===== src/rtl/prewish_mask_sequencer.sv =====
// rtl/prewish_mask_sequencer.sv - playlist of blink masks replayed to the mentor at a fixed dwell period
module prewish_mask_sequencer #(
  parameter int DEPTH_BITS  = 3,
  parameter int TICK_BITS   = 21,
  parameter int DWELL_TICKS = 16,
  parameter int ALIVE_BITS  = 22
) (
  input  logic                  CLK_I,
  input  logic                  RST_I,
  input  logic                  STB_I,
  input  logic [7:0]            DAT_I,
  input  logic                  i_clear,
  input  logic                  i_run,
  output logic                  STB_O,
  output logic [7:0]            DAT_O,
  output logic [DEPTH_BITS:0]   o_count,
  output logic                  o_full,
  output logic                  o_alive
);

  localparam int DEPTH = 1 << DEPTH_BITS;
  localparam logic [DEPTH_BITS:0] DEPTH_C = (DEPTH_BITS + 1)'(DEPTH);
  localparam logic [7:0] DWELL_C = 8'(DWELL_TICKS);

  typedef enum logic [1:0] {S_IDLE, S_EMIT, S_DWELL} state_t;

  state_t                  state_q, state_d;
  logic                    stb_q, stb_d;
  logic [7:0]              dat_q, dat_d;
  logic [DEPTH_BITS:0]     count_q, count_d;
  logic [DEPTH_BITS-1:0]   wr_ptr_q, wr_ptr_d;
  logic [DEPTH_BITS-1:0]   rd_ptr_q, rd_ptr_d;
  logic [TICK_BITS-1:0]    presc_q, presc_d;
  logic [7:0]              dwell_q, dwell_d;
  logic [ALIVE_BITS-1:0]   alive_q, alive_d;
  logic [7:0]              mem_q [DEPTH];
  logic                    wr_en;
  logic                    full;

  assign full = (count_q == DEPTH_C);

  always_comb begin
    state_d  = state_q;
    stb_d    = 1'b0;
    dat_d    = dat_q;
    count_d  = count_q;
    wr_ptr_d = wr_ptr_q;
    rd_ptr_d = rd_ptr_q;
    presc_d  = presc_q;
    dwell_d  = dwell_q;
    alive_d  = alive_q + 1'b1;
    wr_en    = 1'b0;
    if (i_clear) begin
      // Clear wins over a same-cycle write and over run; DAT_O keeps its value.
      count_d  = '0;
      wr_ptr_d = '0;
      rd_ptr_d = '0;
      state_d  = S_IDLE;
    end else begin
      if (STB_I && !full) begin
        wr_en    = 1'b1;
        wr_ptr_d = wr_ptr_q + 1'b1;
        count_d  = count_q + 1'b1;
      end
      case (state_q)
        S_IDLE: begin
          if (i_run && count_q != '0) begin
            state_d = S_EMIT;
            stb_d   = 1'b1;
            dat_d   = mem_q[rd_ptr_q];
          end
        end
        S_EMIT: begin
          rd_ptr_d = ({1'b0, rd_ptr_q} == (count_q - 1'b1)) ? '0 : rd_ptr_q + 1'b1;
          presc_d  = '0;
          dwell_d  = '0;
          state_d  = S_DWELL;
        end
        S_DWELL: begin
          if (!i_run) begin
            state_d = S_IDLE;
          end else if (dwell_q == DWELL_C) begin
            // Decision cycle: reissue or fall back to idle.
            if (count_q != '0) begin
              state_d = S_EMIT;
              stb_d   = 1'b1;
              dat_d   = mem_q[rd_ptr_q];
            end else begin
              state_d = S_IDLE;
            end
          end else begin
            presc_d = presc_q + 1'b1;
            if (&presc_q) dwell_d = dwell_q + 1'b1;
          end
        end
        default: state_d = S_IDLE;
      endcase
    end
  end

  always_ff @(posedge CLK_I) begin
    if (RST_I) begin
      state_q  <= S_IDLE;
      stb_q    <= 1'b0;
      dat_q    <= '0;
      count_q  <= '0;
      wr_ptr_q <= '0;
      rd_ptr_q <= '0;
      presc_q  <= '0;
      dwell_q  <= '0;
      alive_q  <= '0;
    end else begin
      state_q  <= state_d;
      stb_q    <= stb_d;
      dat_q    <= dat_d;
      count_q  <= count_d;
      wr_ptr_q <= wr_ptr_d;
      rd_ptr_q <= rd_ptr_d;
      presc_q  <= presc_d;
      dwell_q  <= dwell_d;
      alive_q  <= alive_d;
    end
  end

  // Table contents are not reset.
  always_ff @(posedge CLK_I) begin
    if (!RST_I && wr_en) mem_q[wr_ptr_q] <= DAT_I;
  end

  assign STB_O   = stb_q;
  assign DAT_O   = dat_q;
  assign o_count = count_q;
  assign o_full  = full;
  assign o_alive = alive_q[ALIVE_BITS-1];

endmodule


===== config.mk =====
export PLATFORM = sky130hd
export DESIGN_NAME = prewish_mask_sequencer
export DESIGN_NICKNAME = d
export VERILOG_FILES = /design/src/rtl/prewish_mask_sequencer.sv
export SDC_FILE = /design/constraint.sdc
export NUM_CORES = 1
export LEC_CHECK = 0
export CORE_ASPECT_RATIO = 0.75
export CORE_UTILIZATION = 40
export DETAILED_ROUTE_END_ITERATION = 10
export DONT_BUFFER_PORTS = 1
export PLACE_DENSITY = 0.53
export SKIP_CTS_REPAIR_TIMING = 1
export SLEW_MARGIN = 25
export SYNTH_ARGS = -nofsm -noshare
export SYNTH_HDL_FRONTEND = slang
export SYNTH_SLANG_ARGS = --single-unit

===== constraint.sdc =====
create_clock -name CLK_I -period 5.66 [get_ports CLK_I]
set_clock_uncertainty 0.05 [all_clocks]
set_input_delay 1.415 -clock CLK_I [delete_from_list [all_inputs] [get_ports CLK_I]]
set_output_delay 1.415 -clock CLK_I [all_outputs]
set_load 0.02 [all_outputs]

==> results.cfg, run 1 <==
[cells_and_area]
final_nets = 523
areaGrowthSynthToFinish_pct = 12.1
diodes = 0
drive_above_1_share = 0.138
utilization = 0.462
regArea_um2 = 3420
fill_cells = 1302
multiInputGateArea_um2 = 2400

[cts]
cts_buffer_depth = 2
cts_root_buf = clkbuf_16
cts_sinks = 139
clk_pin_slew_ns = 0.07
cts_buffers = 17
cts_tree = built
cts-htree-levels = 4
clk_latency_ns = 0.41

[route]
wl_per_cell_um = 16.0
drt_iter0_markers = 269
ant_nets = 0
vias = 3640
drt-pass1-iter-count = 4
drt_drc_violations_left = 0
wl_mm = 11.3
vias_per_cell = 5.13

[grt]
grt_pass1_vias = 3586
antenna_found_initial = 0
overflow = 0
grt_start_max_net_pins = 41
grt_pass1_wl_mm = 18.8
grtUsageTotal = 0.163

[yosys]
synth_seq_cells = 139
syn-mean-instance-area_um2 = 12.1
ys_types = 58
synth_top_cell_by_area = edfxtp_1
synth_edf_count = 64
syn_nets = 522
ys_seq_area_frac = 0.573
synthTopCellsByArea = edfxtp_1 32%, dfxtp_1 25%, mux4_2 6.0%
synth_top_area_frac = 0.322
synth.top_cells.by_count = 75 x dfxtp_1, 75 x nor2_1, 64 x edfxtp_1, 24 x xnor2_1, 23 x xor2_1
synth_area_um2 = 5980
syn_inst = 495
yosys_most_used_dff = dfxtp_1
synthArstFlopShare = 0
yosys_warnings = 0

[floorplan]
die_h_um = 108
die_area_um2 = 15400
io_pins = 28
die_w_um = 143
placementRows = 38
coreArea_um2 = 14500
start_util = 0.412

[timing]
setup_tns_ns = 0
fmax_ghz = 0.327
rsz0062_at_grt = false
period_share = 0.541
max_slew_margin = 0.436
final_hold_viol_count = 0
maxSlewViolCount = 0
setup_violations = 0
post-route-min-period_ns = 3.06
setup_slack_ns = 2.60
worst_pin_slew_ns = 0.843

[job]
drv_cap = 0

[place]
post-place-ws_ns = 2.16
hpwl_mm = 7.56
port_buffers = 0
gp_congestion = 0.732

[worst_setup_path]
cp-end-kind = primary output
crit_chain = inv_1 -> ha_1 -> and2_1
crit_slowest_cell = dfxtp_1
crit_buf_inv = 1
cp_top_family = flip-flops
worstSetupPathType = reg2out
worstPathArrival_ns = 1.60
worst_ep_required_time_ns = 4.20
worst_setup_path_start_kind = flop
path_max_fanout = 6
cpPeakStageDelay_ns = 0.55

[power_and_ir_drop]
irDropWorstVdd_uv = 206
p_total_mw = 2.18
p_leak_nw = 2.19
pwr_density_cell_nw_per_um2 = 325

[run_status]
status = completed

[min_path]
holdCritPathClass = reg2reg
-- power breakdown --
part | leakage [nW] | switching, mW | internal (mW)
Combinational | 0.723 | 0.0164 | 0.0121
Clock | 0.288 | 0.461 | 0.623
Sequential | 1.18 | 0.00913 | 1.06
Total | 2.19 | 0.486 | 1.69
-- cells by family after synthesis --
group	Yosys count	share of synthesized area
AND/OR/NAND/NOR	192	0.170
flip-flops	139	0.573
XOR/XNOR	47	0.0689
AO/OA/AOI/OAI	45	0.0486
buffers and inverters	29	0.0276
multiplexers	29	0.0823
adder cells (fa/ha/maj)	14	0.0293
-- layout by cell type (no fill, tap or decap), drive strengths merged, types with 5 or more instances in the layout --
cell,netlist,final
ha,14,14
clkinv,0,5
inv,10,19
and4,7,7
edfxtp,64,64
nor3,17,17
xnor2,24,24
mux4,16,16
nand2,20,20
nand3,21,21
dfxtp,75,75
o21ai,10,10
mux2i,12,12
clkbuf,12,17
xor2,23,23
a211oi,9,9
nand4,13,13
a21oi,13,13
and3,9,9
nor2,76,76
-- per-layer routing --
layer | up-vias | GRT usage | routed length (µm)
li1 | 1801 | - | -
met1 | 1774 | 0.229 | 5860
met2 | 56 | 0.243 | 4990
met3 | 9 | 0.0494 | 392
met4 | 0 | 0.0461 | 93
met5 | - | 0 | 0
-- state kept, by name, indices dropped and copies added (netlist names), named ones only --
register,cells
DAT_O,8
STB_O,1
alive_q,22
dwell_q,8
mem_q,64
o_count,4
presc_q,21
rd_ptr_q,3
state_q,2
wr_ptr_q,3
-- per-stage QoR --
step | cells | hold WS, ns | area, µm²
after global placement | 677 | 0.392 | 6110
final | 709 | 0.408 | 6700
after CTS | 709 | 0.410 | 6690
after floorplan | 495 | 0.376 | 5980
after detailed placement | 677 | 0.402 | 6110
after global routing | 709 | 0.435 | 6700
-- area by class of cell --
class                   count  share of cell area
flip-flops and latches    139               0.511
clock inverters            15              0.0230
repair buffers              1             0.00112
multi-input cells         327               0.358
clock buffers              17              0.0635
inverters                  10             0.00561
well taps                 200              0.0374
-- path summary, 6_finish.rpt --
check / start / end / slack, ns / cells after the start
setup / recovery: o_count[0] / o_full / 2.60 / 3
hold / removal: alive_q[0] / alive_q[0] / 0.41 / 1
setup reg to reg: o_count[0] / mem_q[7][0] / 2.85 / 5
hold reg to reg: alive_q[0] / alive_q[0] / 0.41 / 1
Note: power is estimated with default switching activity, not from simulation.
==> run 2: changes to the inputs <==
Clock period 5.66 ns to 2.9 ns, I/O delays scaled along.
==> results.cfg, run 2 (synthesis results as in run 1) <==
[run_status]
status = completed

[cts]
cts_sinks = 139
cts-htree-levels = 4
clk_latency_ns = 0.42
cts_root_buf = clkbuf_16
cts_buffers = 17
cts_tree = built
clk_pin_slew_ns = 0.06
cts_buffer_depth = 2

[timing]
maxSlewViolCount = 0
final_hold_viol_count = 0
rsz0062_at_grt = false
max_slew_margin = 0.464
setup_tns_ns = 0
worst_pin_slew_ns = 0.803
setup_violations = 0
period_share = 0.829
post-route-min-period_ns = 2.40
fmax_ghz = 0.416

[grt]
grt_pass1_vias = 3513
grt_pass1_wl_mm = 18.4
grtUsageTotal = 0.163
overflow = 0
grt_start_max_net_pins = 41
antenna_found_initial = 0

[cells_and_area]
final_nets = 535
areaGrowthSynthToFinish_pct = 14.1
largest_reg_flops = 64
largestRegisters = mem_q (64), alive_q (22), presc_q (21)
layout_common_cells = 75 x dfxtp_1, 75 x nor2_1, 64 x edfxtp_1, 24 x xnor2_1, 23 x xor2_1
largest-register = mem_q
stdcell_count = 721
drive_above_1_share = 0.154
diodes = 0
fill_cells = 1295

[floorplan]
placementRows = 38
io_pins = 28
start_util = 0.412
die_h_um = 108
die_area_um2 = 15400
die_w_um = 143
coreArea_um2 = 14500

[route]
vias_per_cell = 5.05
wl_mm = 11.2
wl_per_cell_um = 15.5
drt-pass1-iter-count = 4
drt_drc_violations_left = 0
ant_nets = 0
drt_iter0_markers = 192
vias = 3641

[power_and_ir_drop]
irDropWorstVdd_uv = 407
p_leak_nw = 2.26
pwr_density_cell_nw_per_um2 = 644

[min_path]
holdCritPathClass = in2reg

[worst_setup_path]
worst_ep_required_time_ns = 2.12
cp-end-kind = primary output
crit_slowest_cell = dfxtp_1
crit_buf_inv = 1
worstPathArrival_ns = 1.63
worstSetupPathType = reg2out
crit_chain = inv_1 -> ha_1 -> and2_1
worst_setup_path_start_kind = flop
path_max_fanout = 6
cp_top_family = flip-flops
cpPeakStageDelay_ns = 0.56

[place]
place_inst = 689
gp_congestion = 0.764
port_buffers = 0
hpwl_mm = 7.37

[job]
drv_cap = 0
-- run 2: cell types whose count changed in the layout (fill, tap and decap cells not counted), moves of 2 or more --
cell and delta:
clkinv_4 -2, nor3_2 -2, inv_8 +2, buf_4 +12, nor3_1 +2
-- run 2: area by class of cell --
class | count | area, µm² | share of cell area
flip-flops and latches | 139 | 3420 | 0.502
multi-input cells | 327 | 2390 | 0.350
clock buffers | 17 | 425 | 0.0624
well taps | 200 | 250 | 0.0367
clock inverters | 15 | 195 | 0.0286
repair buffers | 13 | 97.6 | 0.0143
inverters | 10 | 37.5 | 0.00551
-- run 2: worst register-to-register path: stages, from the launching register on --
cell and delay [ns]:
dfxtp_1 0.56, inv_1 0.16, ha_1 0.27, nand2b_1 0.11
o221ai_1 0.21, nor3_4 0.53, nor2_1 0.10, a211oi_1 0.23
-- run 2: stage by stage --
| stage | util | hold slack (ns) | worst slack [ns] | cell area [µm²] | total power, mW |
|---|---|---|---|---|---|
| 2_1_floorplan | - | 0.376 | 0.440 | 5980 | 2.17 |
| 3_3_place_gp | 0.427 | 0.394 | 0.706 | 6200 | 2.18 |
| 3_5_place_dp | 0.427 | 0.405 | 0.602 | 6200 | 2.18 |
| 4_1_cts | 0.470 | 0.302 | 0.464 | 6820 | 4.45 |
| 5_1_grt | 0.470 | 0.309 | 0.330 | 6820 | 4.55 |
| 6_report | 0.470 | 0.329 | 0.495 | 6820 | 4.39 |
-- run 2: worst paths after layout --
path | slack [ns] | startpoint | cells after the start | to
worst min register to register | 0.41 | alive_q[0] | 1 | alive_q[0]
worst max-delay path | 0.50 | o_count[0] | 3 | o_full
worst max register to register | 0.59 | o_count[0] | 7 | DAT_O[5]
worst min-delay path | 0.33 | RST_I | 1 | dwell_q[4]
-- run 2: metal layers --
layer / track usage / up-vias / share of wire
li1: - / 1832 / -
met1: 0.219 / 1753 / 0.50
met2: 0.245 / 42 / 0.44
met3: 0.0520 / 14 / 0.044
met4: 0.0622 / 0 / 0.014
met5: 0 / - / 0
-- run 2: report_power, final --
group / leakage [nW] / switching, mW / internal [mW] / total (mW)
registers: 1.18 / 0.0169 / 2.06 / 2.08
logic: 0.777 / 0.0319 / 0.0252 / 0.0571
clock network: 0.303 / 0.936 / 1.32 / 2.26
total: 2.26 / 0.985 / 3.41 / 4.39
==> run 3: changes to the inputs <==
Settings changed: PLACE_DENSITY 0.53 to 0.55.
Clock period 2.9 ns to 2 ns, I/O delays scaled along.
==> results.cfg, run 3 (synthesis results as in run 1) <==
[timing]
fmax_ghz = 0.517
final_hold_viol_count = 0
post-route-min-period_ns = 1.94
whs_ns = 0.111
max_slew_margin = 0.595
period_share = 0.968
maxSlewViolCount = 0
setup_violations = 0
setup_tns_ns = 0
worst_pin_slew_ns = 0.607

[cells_and_area]
final_nets = 557
drive_above_1_share = 0.234
diodes = 0
largestRegisters = mem_q (64), alive_q (22), presc_q (21)
layout_common_cells = 70 x dfxtp_1, 69 x nor2_1, 64 x edfxtp_1, 32 x buf_4, 24 x xnor2_1
final_common_cell = dfxtp_1
areaGrowthSynthToFinish_pct = 18.7
utilization = 0.489
fin_area_um2 = 7090
largest_reg_flops = 64
largest-register = mem_q
fill_cells = 1295

[job]
drv_cap = 0

[place]
hpwl_mm = 7.86
port_buffers = 0
dpl_cell_area_um2 = 6470
gp_congestion = 0.739

[worst_setup_path]
path_max_fanout = 3
worst_ep_required_time_ns = 1.45
crit_slowest_cell = and2_1
worstSetupPathType = reg2out
cpPeakStageDelay_ns = 0.34
crit_chain = nor2b_1 -> and2_1
worst_setup_path_start_kind = flop
worstPathArrival_ns = 1.39
cp-end-kind = primary output

[route]
wl_met3_um = 525
wl_mm = 11.5
drt_drc_violations_left = 0
wl_met2_mm = 5.05
drt-met1-wl_mm = 5.87
vias = 3746
ant_nets = 0
wl_per_cell_um = 15.5
vias_per_cell = 5.04
drt_iter0_markers = 199
drt-pass1-iter-count = 5
highest_layer = met4

[floorplan]
io_pins = 28
placementRows = 38
coreArea_um2 = 14500
die_w_um = 143
die_area_um2 = 15400
start_util = 0.412
die_h_um = 108

[power_and_ir_drop]
irDropWorstVdd_uv = 528
pwr_density_cell_nw_per_um2 = 854
p_leak_nw = 2.38

[cts]
cts_buffers = 17
cts_sinks = 139
cts-htree-levels = 4
clk_pin_slew_ns = 0.06
cts_tree = built
clk_latency_ns = 0.42
cts_buffer_depth = 2
cts_root_buf = clkbuf_16

[grt]
grt_pass1_wl_mm = 18.7
antenna_found_initial = 0
grt_pass1_vias = 3608
overflow = 0
grt_start_max_net_pins = 41
grtUsageTotal = 0.163

[run_status]
status = completed

[min_path]
holdCritPathClass = in2reg
[run 3: path summary, 6_finish.rpt]
kind	startpoint	to	slack, ns	cells after the start
worst max-delay path	o_count[3]	o_full	0.06	2
worst max register to register	state_q[1]	dwell_q[7]	0.06	8
worst min register to register	alive_q[0]	alive_q[0]	0.41	1
worst min-delay path	RST_I	presc_q[1]	0.11	1
[run 3: final cells by class]
class,count,area (µm²),area share
timing repair buffer,35,300,0.0423
multi-input combinational,327,2510,0.354
clock inverter,14,128,0.0180
inverter,10,37.5,0.00529
clock buffer,18,429,0.0605
sequential,139,3430,0.484
tap,200,250,0.0353
[run 3: critical path: cells and delay by family, from the launching register on]
kind	cells	cell delay [ns]
and+or+nand+nor	2	0.65
DFF	1	0.33
[run 3: where the power goes]
group,internal [mW],switching [mW]
sequential,2.99,0.0221
combinational,0.0483,0.0561
clock,1.64,1.31
[run 3: through the flow]
step	cells	worst slack, ns	total power [mW]
global placement	708	0.0737	3.17
CTS	740	-0.0367	6.13
finish	743	0.0641	6.06
floorplan	495	-0.00436	3.16
global route	743	-0.0170	6.26
detailed placement	708	-0.0207	3.18
[run 3: routing by layer]
layer,GRT usage,vias to the layer above
met4,0.0530,0
li1,-,1874
met3,0.0503,9
met2,0.237,59
met5,0,-
met1,0.231,1804
==> variant, RTL diff (flow settings as in run 2) <==
Set the parameter `DEPTH_BITS` to 2 (it was 3).
--- a/src/rtl/prewish_mask_sequencer.sv
+++ b/src/rtl/prewish_mask_sequencer.sv
@@ -2,3 +2,3 @@
 module prewish_mask_sequencer #(
-  parameter int DEPTH_BITS  = 3,
+  parameter int DEPTH_BITS  = 2,
   parameter int TICK_BITS   = 21,
Interface: changed (resized o_count); port bits go from 28 to 27. No check against the original RTL was run, so the function may have changed too.
==> variant against run 2 <==
  * Sequential cell count decreased by 36
  * Global-route usage is 0.59 points lower
  * Synthesized area down 23%
  * Power down 37%
  * Count of clock-buffer cells in the layout fell by 8
  * Via count decreased by 16%
  * Worst setup slack better by 10 ps
  * Routed wire length fell by 22%
  * Design area decreased by 26%
  * Synthesized cell count shrank 13%
  * Largest power group is now sequential cells
==> variant: results (changes against run 2) <==
\begin{tabular}{lr}
\hline
Metric & Value \\
\hline
\multicolumn{2}{l}{\textbf{Status}} \\
Run status & complete, no violations \\
\multicolumn{2}{l}{\textbf{Final layout}} \\
Final standard cell count with taps included and fillers excluded & 577 (-20\%) \\
Max FFs per register & 32 (-50\%) \\
Number of nets in the layout & 461 (-14\%) \\
Largest regs & mem\_q x32, alive\_q x22, presc\_q x21 \\
Share of final-layout standard cells stronger than drive strength 1 & 0.0984 (-0.0552) \\
\multicolumn{2}{l}{\textbf{Logic synthesis}} \\
Ranking of synthesized cells by instance count & 71 x dfxtp\_1, 62 x nor2\_1, 32 x edfxtp\_1, 30 x xor2\_1, 28 x nand4\_1 \\
Average cell area after synthesis & 10.6 um2 (-12\%) \\
Top area cells in the synthesized netlist & dfxtp\_1 31\%, edfxtp\_1 21\%, xor2\_1 5.7\% \\
\multicolumn{2}{l}{\textbf{Clock network}} \\
Worst skew pair latency & 350 ps (-70 ps) \\
Clock transition at the register clock pins on the worst setup and hold paths after CTS & 80 ps (+20 ps) \\
H-tree level count & 3 (-1) \\
\multicolumn{2}{l}{\textbf{GRT}} \\
Global routing usage summed across all routing layers & 0.157 (-0.00588) \\
Wire length of the first global-routing pass & 14.4 mm (-22\%) \\
Number of global-route vias before repair & 2849 (-19\%) \\
\multicolumn{2}{l}{\textbf{Critical path}} \\
Maximum single-stage delay on the critical path & 440 ps (-120 ps) \\
Cell type of the slowest stage on the worst timing path & or4\_1 \\
Arrival time worst endpoint & 2630 ps (+1000 ps) \\
CP delay by family, top & simple AND/OR/NAND/NOR gates \\
\multicolumn{2}{l}{\textbf{Power and ir drop}} \\
Power in sequential cells & 1.51 mW (-27\%) \\
Fraction of power spent switching nets & 0.229 (+0.00493) \\
Peak supply drop & 0.466 mV (+14\%) \\
\multicolumn{2}{l}{\textbf{Route}} \\
First-pass detailed-route iteration total & 5 (+1) \\
Detailed-route via count & 3054 (-16\%) \\
\multicolumn{2}{l}{\textbf{STA}} \\
Worst slew margin relative to its limit & 0.506 (+0.0417) \\
\multicolumn{2}{l}{\textbf{Placed design}} \\
DP HPWL & 6.04 mm (-18\%) \\
Routability-driven placement congestion ratio & 0.780 (+2.1\%) \\
\hline
\end{tabular}
[variant: path summary, 6_finish.rpt]
kind / from / cells past startpoint / slack, ps / end
setup / recovery: state_q[0]$_SDFFE_PP0P_ / 7 / 510 / presc_q[17]$_SDFFE_PP0P_
hold / removal: RST_I / 1 / 390 / dwell_q[0]$_SDFFE_PP0P_
setup reg to reg: state_q[0]$_SDFFE_PP0P_ / 7 / 510 / presc_q[17]$_SDFFE_PP0P_
hold reg to reg: alive_q[0]$_SDFF_PP0_ / 1 / 420 / alive_q[0]$_SDFF_PP0_
[variant: cell type report]
| type | count | area share |
|---|---|---|
| Tap cell | 140 | 0.0349 |
| Clock buffer | 9 | 0.0448 |
| Multi-Input combinational cell | 298 | 0.414 |
| Clock inverter | 7 | 0.0132 |
| Sequential cell | 103 | 0.474 |
| Inverter | 15 | 0.0112 |
| Timing Repair Buffer | 5 | 0.00747 |
[variant: metrics by stage]
stage | setup WS, ps | area (um2) | hold WS, ps | power [mW]
6_report | 505 | 5030 | 390 | 2.76
4_1_cts | 480 | 5030 | 372 | 2.80
2_1_floorplan | 831 | 4590 | 380 | 1.58
3_3_place_gp | 551 | 4730 | 396 | 1.59
5_1_grt | 270 | 5030 | 385 | 2.86
3_5_place_dp | 490 | 4730 | 405 | 1.59
[variant: kinds of logic after synthesis]
group / count (synthesis) / synth area share
AND/OR/NAND/NOR: 181 / 0.216
adder cells (fa/ha/maj): 16 / 0.0437
flip-flops: 103 / 0.520
buffers and inverters: 31 / 0.0262
XOR/XNOR: 41 / 0.0783
multiplexers: 17 / 0.0589
AO/OA/AOI/OAI: 43 / 0.0578
[variant: layer usage]
layer,part of all wire,GRT usage
met1,0.52,0.225
met3,0.045,0.0465
met2,0.43,0.224
met5,0,0
met4,0.0097,0.0549
